`src/rtl/turbo_pkg.sv`:
```
// Shared definitions for the turbo puncture serializer: FSM states and the
// layout of one buffered coded pair.
package turbo_pkg;

    typedef enum logic [1:0] {
        ST_IDLE  = 2'd0,
        ST_SEND0 = 2'd1,
        ST_SEND1 = 2'd2
    } state_t;

    localparam int B0      = 0;
    localparam int B1      = 1;
    localparam int KEEP1   = 2;
    localparam int LAST    = 3;
    localparam int ENTRY_W = 4;

    function automatic logic [ENTRY_W-1:0] pack_entry(
        input logic last,
        input logic keep1,
        input logic b1,
        input logic b0
    );
        logic [ENTRY_W-1:0] e;
        e        = '0;
        e[B0]    = b0;
        e[B1]    = b1;
        e[KEEP1] = keep1;
        e[LAST]  = last;
        return e;
    endfunction

endpackage

```
`src/rtl/turbo_puncture_serializer_if.sv`:
```
// Coded-pair input stream and serial output stream of the serializer.
// The design uses the slave view; the producer/consumer side uses master.
interface turbo_puncture_serializer_if;

    logic in_valid;
    logic in_bit0;
    logic in_bit1;
    logic in_last;
    logic in_ready;
    logic out_ready;
    logic out_valid;
    logic out_bit;
    logic out_last;

    modport slave (
        input  in_valid, in_bit0, in_bit1, in_last, out_ready,
        output in_ready, out_valid, out_bit, out_last
    );

    modport master (
        output in_valid, in_bit0, in_bit1, in_last, out_ready,
        input  in_ready, out_valid, out_bit, out_last
    );

endinterface

```
`src/rtl/turbo_pair_fifo.sv`:
```
// Synchronous FIFO of coded-pair entries; pointers carry one extra wrap bit
// so full and empty are distinguished without a separate counter.
module turbo_pair_fifo
    import turbo_pkg::*;
#(
    parameter int DEPTH = 8
) (
    input  logic               clk,
    input  logic               reset,
    input  logic               i_push,
    input  logic [ENTRY_W-1:0] i_data,
    input  logic               i_pop,
    output logic [ENTRY_W-1:0] o_data,
    output logic               o_full,
    output logic               o_empty
);

    localparam int AW = $clog2(DEPTH);

    logic [ENTRY_W-1:0] r_mem [DEPTH];
    logic [AW:0]        r_wptr;
    logic [AW:0]        r_rptr;
    logic               w_do_push;
    logic               w_do_pop;

    assign o_full    = (r_wptr[AW] != r_rptr[AW]) && (r_wptr[AW-1:0] == r_rptr[AW-1:0]);
    assign o_empty   = (r_wptr == r_rptr);
    assign o_data    = r_mem[r_rptr[AW-1:0]];
    assign w_do_push = i_push && !o_full;
    assign w_do_pop  = i_pop && !o_empty;

    // NOTE: sequential state uses non-blocking assignments so every register samples pre-edge values.
    always_ff @(posedge clk or posedge reset) begin
        if (reset) begin
            r_wptr <= '0;
            r_rptr <= '0;
        end else begin
            if (w_do_push) r_wptr <= r_wptr + (AW+1)'(1);
            if (w_do_pop)  r_rptr <= r_rptr + (AW+1)'(1);
        end
    end

    // NOTE: the storage array is not reset; the pointers alone decide which words are meaningful.
    always_ff @(posedge clk) begin
        if (w_do_push) r_mem[r_wptr[AW-1:0]] <= i_data;
    end

endmodule

```
`src/rtl/turbo_puncture_serializer.sv`:
```
// Punctures the parity bit of each coded pair by a periodic keep mask and
// serializes the surviving bits through a FIFO with valid/ready flow control.
module turbo_puncture_serializer
    import turbo_pkg::*;
#(
    parameter int              DEPTH   = 8,
    parameter int              PERIOD  = 2,
    parameter logic [PERIOD-1:0] PATTERN = 2'b01,
    parameter int              CNT_W   = 16
) (
    input  logic                         clk,
    input  logic                         reset,
    turbo_puncture_serializer_if.slave   bus,
    output logic                         overflow,
    output logic [CNT_W-1:0]             bits_sent
);

    localparam int          PH_W    = (PERIOD > 1) ? $clog2(PERIOD) : 1;
    localparam logic [15:0] PAT_EXT = 16'(PATTERN);

    state_t             r_state;
    state_t             w_next_state;
    logic [ENTRY_W-1:0] r_hold;
    logic [PH_W-1:0]    r_phase;
    logic               r_overflow;
    logic [CNT_W-1:0]   r_bits_sent;

    logic               w_full;
    logic               w_empty;
    logic               w_push;
    logic               w_pop;
    logic               w_keep1;
    logic [ENTRY_W-1:0] w_head;
    logic               w_out_valid;
    logic               w_out_bit;
    logic               w_out_last;
    logic               w_out_hs;

    assign bus.in_ready  = !w_full;
    assign w_push        = bus.in_valid && !w_full;
    assign w_keep1       = PAT_EXT[r_phase];
    assign w_out_hs      = w_out_valid && bus.out_ready;
    assign bus.out_valid = w_out_valid;
    assign bus.out_bit   = w_out_bit;
    assign bus.out_last  = w_out_last;
    assign overflow      = r_overflow;
    assign bits_sent     = r_bits_sent;

    turbo_pair_fifo #(
        .DEPTH (DEPTH)
    ) u_fifo (
        .clk     (clk),
        .reset   (reset),
        .i_push  (w_push),
        .i_data  (pack_entry(bus.in_last, w_keep1, bus.in_bit1, bus.in_bit0)),
        .i_pop   (w_pop),
        .o_data  (w_head),
        .o_full  (w_full),
        .o_empty (w_empty)
    );

    // Phase restarts at every block boundary so each block sees the same mask alignment.
    always_ff @(posedge clk or posedge reset) begin
        if (reset) begin
            r_phase <= '0;
        end else if (w_push) begin
            if (bus.in_last || (r_phase == PH_W'(PERIOD - 1))) r_phase <= '0;
            else                                                r_phase <= r_phase + PH_W'(1);
        end
    end

    always_ff @(posedge clk or posedge reset) begin
        if (reset) begin
            r_overflow <= 1'b0;
        end else if (bus.in_valid && w_full) begin
            r_overflow <= 1'b1;
        end
    end

    always_ff @(posedge clk or posedge reset) begin
        if (reset) begin
            r_state <= ST_IDLE;
            r_hold  <= '0;
        end else begin
            r_state <= w_next_state;
            if (w_pop) r_hold <= w_head;
        end
    end

    // NOTE: every output of this block gets a default first, so no path leaves a latch behind.
    always_comb begin
        w_next_state = r_state;
        w_pop        = 1'b0;
        w_out_valid  = 1'b0;
        w_out_bit    = 1'b0;
        w_out_last   = 1'b0;
        unique case (r_state)
            ST_IDLE: begin
                if (!w_empty) begin
                    w_pop        = 1'b1;
                    w_next_state = ST_SEND0;
                end
            end
            ST_SEND0: begin
                w_out_valid = 1'b1;
                w_out_bit   = r_hold[B0];
                w_out_last  = r_hold[LAST] && !r_hold[KEEP1];
                if (w_out_hs) begin
                    if (r_hold[KEEP1]) begin
                        w_next_state = ST_SEND1;
                    end else begin
                        w_pop        = !w_empty;
                        w_next_state = w_empty ? ST_IDLE : ST_SEND0;
                    end
                end
            end
            ST_SEND1: begin
                w_out_valid = 1'b1;
                w_out_bit   = r_hold[B1];
                w_out_last  = r_hold[LAST];
                // Reload on the finishing handshake keeps the stream free of bubbles.
                if (w_out_hs) begin
                    w_pop        = !w_empty;
                    w_next_state = w_empty ? ST_IDLE : ST_SEND0;
                end
            end
            default: begin
                w_next_state = ST_IDLE;
            end
        endcase
    end

    always_ff @(posedge clk or posedge reset) begin
        if (reset) begin
            r_bits_sent <= '0;
        end else if (w_out_hs) begin
            if (w_out_last) r_bits_sent <= '0;
            else            r_bits_sent <= r_bits_sent + CNT_W'(1);
        end
    end

endmodule

```
`src/flat_wrapper.sv`:
```
// flat-port wrapper written by rule: the top's interface ports become plain ports
module turbo_puncture_serializer_flat import turbo_pkg::*;
#(
    parameter int              DEPTH   = 8,
    parameter int              PERIOD  = 2,
    parameter logic [PERIOD-1:0] PATTERN = 2'b01,
    parameter int              CNT_W   = 16
)
  (clk, reset, overflow, bits_sent, bus_in_valid, bus_in_bit0, bus_in_bit1, bus_in_last, bus_out_ready, bus_in_ready, bus_out_valid, bus_out_bit, bus_out_last);
  turbo_puncture_serializer_if bus_i ();
  input  logic clk;
  input  logic reset;
  output logic overflow;
  output logic [CNT_W-1:0] bits_sent;
  input wire logic [$bits(bus_i.in_valid)-1:0] bus_in_valid;
  input wire logic [$bits(bus_i.in_bit0)-1:0] bus_in_bit0;
  input wire logic [$bits(bus_i.in_bit1)-1:0] bus_in_bit1;
  input wire logic [$bits(bus_i.in_last)-1:0] bus_in_last;
  input wire logic [$bits(bus_i.out_ready)-1:0] bus_out_ready;
  output wire logic [$bits(bus_i.in_ready)-1:0] bus_in_ready;
  output wire logic [$bits(bus_i.out_valid)-1:0] bus_out_valid;
  output wire logic [$bits(bus_i.out_bit)-1:0] bus_out_bit;
  output wire logic [$bits(bus_i.out_last)-1:0] bus_out_last;
  assign bus_i.in_valid = bus_in_valid;
  assign bus_i.in_bit0 = bus_in_bit0;
  assign bus_i.in_bit1 = bus_in_bit1;
  assign bus_i.in_last = bus_in_last;
  assign bus_i.out_ready = bus_out_ready;
  assign bus_in_ready = bus_i.in_ready;
  assign bus_out_valid = bus_i.out_valid;
  assign bus_out_bit = bus_i.out_bit;
  assign bus_out_last = bus_i.out_last;
  turbo_puncture_serializer #(.DEPTH(DEPTH), .PERIOD(PERIOD), .PATTERN(PATTERN), .CNT_W(CNT_W)) u_core (.clk(clk), .reset(reset), .bus(bus_i), .overflow(overflow), .bits_sent(bits_sent));
endmodule
```
`config.mk`:
```
export PLATFORM = sky130hd
export DESIGN_NAME = turbo_puncture_serializer_flat
export DESIGN_NICKNAME = d
export VERILOG_FILES = /design/src/rtl/turbo_pkg.sv /design/src/rtl/turbo_puncture_serializer_if.sv /design/src/rtl/turbo_pair_fifo.sv /design/src/rtl/turbo_puncture_serializer.sv /design/src/flat_wrapper.sv
export SDC_FILE = /design/constraint.sdc
export NUM_CORES = 1
export LEC_CHECK = 0
export BUFFER_PORTS_ARGS = -buffer_cell sky130_fd_sc_hd__buf_4
export CORE_MARGIN = 8
export CORE_UTILIZATION = 40
export CTS_BUF_LIST = sky130_fd_sc_hd__clkbuf_8
export CTS_CLUSTER_DIAMETER = 200
export DETAILED_ROUTE_END_ITERATION = 7
export PLACE_DENSITY = 0.62
export SYNTH_ARGS = -nofsm -noshare
export SYNTH_HDL_FRONTEND = slang
export SYNTH_SLANG_ARGS = --single-unit
```
`constraint.sdc`:
```
create_clock -name clk -period 2.5 [get_ports clk]
set_input_delay 0.5 -clock clk [delete_from_list [all_inputs] [get_ports clk]]
set_output_delay 0.5 -clock clk [all_outputs]
set_load 0.005 [all_outputs]
```
==> flow_metrics.py <==
metrics = {
    "clocking": {
        "cts_max_level": 3,
        "cts_tree": "done",
        "cts_root_buf": "clkbuf_8",
        "clock-sinks": 64,
        "cts_buffers": 9,
        "cts.path.max_buffers": 2,
        "clkTransAtPathRegs_ps": 70,
        "clock_latency_ps": 340,
    },
    "job": {
        "max-cap-violations": 0,
    },
    "worst_hold_path": {
        "hp-class": "in2async",
    },
    "place": {
        "io_buffers": 27,
        "hpwl_microns": 4000,
        "gp_congestion": 0.728,
        "dp_slack_ps": 331,
        "dp.cells": 354,
    },
    "grt": {
        "grt_max_degree": 33,
        "grt_use_total": 0.120,
        "grt.busiest_layer": "met2",
        "overflow": 0,
        "antenna_found_initial": 0,
        "use_met2": 0.191,
        "met1_usage": 0.147,
        "grt_pass1_wl_microns": 9630,
        "grt_pass1_vias": 1938,
        "met3_usage": 0.0388,
    },
    "routing": {
        "post_drt_via_cell_ratio": 5.05,
        "drc": 0,
        "drtIter0Drc": 34,
        "route.detailed.wl_per_inst_microns": 14.9,
        "routed_wl_microns": 5520,
        "first_pass_iters": 4,
        "antenna_left": 0,
        "vias": 1872,
    },
    "worst_setup_path": {
        "critical_path_class": "reg2out",
        "crit_arrival_ps": 1810,
        "cp.required_ps": 2000,
        "endpoint_kind": "primary output",
        "worstSetupStartpointType": "register",
        "path_max_fanout": 5,
    },
    "timing": {
        "period_needed_ps": 2310,
        "setup_viol": 0,
        "worstMarginPinSlew_ps": 457,
        "drv_slew": 0,
        "fin_setup_tns_ps": 0,
        "rsz0062_at_grt": "false",
        "timing.fmax_mhz": 432,
        "period_share": 0.926,
        "setup_ws_ps": 186,
        "maxSlewHeadroom": 0.695,
        "fin_skew_ps": 8.63,
        "final-hold-violation-count": 0,
    },
    "floorplanning": {
        "initial_core_util": 0.411,
        "die_area_sq_um": 10400,
        "core_region_area_sq_um": 7180,
        "die_y_microns": 102,
        "ios": 28,
        "core.rowCount": 31,
        "die_x_microns": 102,
    },
    "cells_and_area": {
        "n_antenna_cell": 0,
        "final_core_utilization": 0.483,
        "areaGrowthSynthToFinish_pct": 17.7,
        "fin_nets": 281,
        "final_cells": 371,
        "drive_gt1_frac": 0.213,
    },
    "yosys": {
        "ys_types": 40,
        "async_flop_share": 0.500,
        "synth-edff-count": 32,
        "netlist_area_sq_um": 2950,
        "synth-seq-cells": 64,
        "syn_avg_cell_area_sq_um": 12.8,
        "yosysWarningCount": 0,
        "syn_nets": 244,
        "syn_inst": 230,
        "synth-seq-area-share": 0.598,
        "synthFlopType": "edfxtp_1",
    },
    "status": {
        "status": "completed",
    },
    "power_and_ir_drop": {
        "power.density_nw_per_um2": 1120,
        "vdd_drop_max_mv": 0.562,
        "power.leakage_nw": 1.40,
    },
}
## critical path, cell delays in order (launching register included)
cell and delay (ps):
dfrtp_1 400, inv_1 110, ha_1 230, nor2b_1 300, o21ai_1 200, nor2_1 120, buf_4 120
## layout make-up
type / instances / area [sq um]
flip-flops and latches: 64 / 1760
inverters: 11 / 41.3
clock buffers: 9 / 124
clock inverters: 7 / 57.6
multi-input cells: 145 / 1090
repair buffers: 36 / 270
fillers: 661 / 3710
well taps: 99 / 124
## sequential cells by signal, summed over array words and instances (netlist names)
signal	flops
u_core.overflow	1
u_core.r_hold	4
u_core.r_phase	1
u_core.u_fifo.r_wptr	4
u_core.u_fifo.r_mem	32
u_core.bits_sent	16
u_core.r_state	2
u_core.u_fifo.r_rptr	4
## path summary, 6_finish.rpt
check / startpoint / to / slack [ps] / depth (start not counted)
worst max register to register: u_core.r_state[0] / u_core.bits_sent[11] / 320 / 6
max in group asynchronous: reset / u_core.u_fifo.r_wptr[2] / 1950 / 3
worst min-delay path: reset / u_core.bits_sent[13] / 250 / 3
worst max-delay path: u_core.r_state[1] / bus_out_last / 190 / 6
worst min register to register: u_core.overflow / u_core.overflow / 480 / 1
min in group clk: bus_in_bit0 / u_core.u_fifo.r_mem[7][0] / 390 / 1
## metal layers
layer,vias to the layer above,share of wire
met1,907,0.43
met3,9,0.054
li1,918,-
met4,0,0.016
met5,-,0
met2,38,0.50
## where the power goes
group	internal, mW	switching [mW]
registers	1.39	0.252
clock network	0.444	0.376
logic	0.717	0.713
total	2.55	1.34
## cell usage in the layout, fill, tap and decap left out, types with 3 or more instances in the layout
master / count
a31oi_1: 5
dfrtp_1: 32
a21oi_1: 10
xor2_1: 5
xnor2_1: 13
or3_1: 5
nor2_1: 17
mux4_2: 8
ha_1: 7
inv_1: 13
and4_1: 3
mux2i_1: 6
nor3_1: 5
o21ai_1: 3
nand3_1: 7
edfxtp_1: 32
nand2_1: 15
nand4_1: 7
clkbuf_8: 9
o21ai_0: 5
buf_4: 36
## timing repair
action | CTS | global route
setup buffers | 0 | 1
resized for setup | 0 | 0
hold buffers | 0 | 0
endpoints found under the setup margin | 0 | 1
## synthesized netlist by cell type (2+ instances only)
cell type / n / area [sq um]
o21ai_0: 5 / 25.0
xnor2_1: 13 / 114
nor3_1: 5 / 25.0
inv_1: 11 / 41.3
nand3b_1: 2 / 15.0
mux2i_1: 6 / 60.1
nand4_1: 7 / 43.8
a31oi_1: 5 / 31.3
or4_1: 2 / 15.0
dfrtp_1: 32 / 801
and3_1: 2 / 12.5
and4_1: 3 / 26.3
a21oi_1: 10 / 50.1
buf_2: 4 / 20.0
nand3_1: 7 / 35.0
nor2_1: 17 / 63.8
nor2b_1: 2 / 12.5
xor2_1: 5 / 43.8
mux4_2: 8 / 180
o21bai_1: 2 / 15.0
or3_1: 5 / 31.3
nand2_1: 15 / 56.3
clkbuf_1: 4 / 15.0
mux2_1: 2 / 22.5
edfxtp_1: 32 / 961
o21ai_1: 3 / 15.0
ha_1: 7 / 87.6
nand2b_1: 2 / 12.5
## cell families (layout without fill, tap and decap cells)
family | count (synthesis) | count (layout) | share of synthesized area
fa+ha+maj | 7 | 7 | 0.0297
flops | 64 | 64 | 0.598
buf+inv | 21 | 63 | 0.0323
xor+xnor | 18 | 18 | 0.0535
mux | 17 | 17 | 0.0930
simple gates | 71 | 71 | 0.127
compound gates | 32 | 32 | 0.0671
## per-stage QoR
stage	instance area, sq um	total power [mW]	hold WS (ps)
floorplan	2950	2.66	468
global placement	3280	3.06	469
detailed placement	3280	3.10	467
CTS	3460	3.95	252
global route	3470	4.19	286
finish	3470	3.89	246
Note: power is estimated with default switching activity, not from simulation.
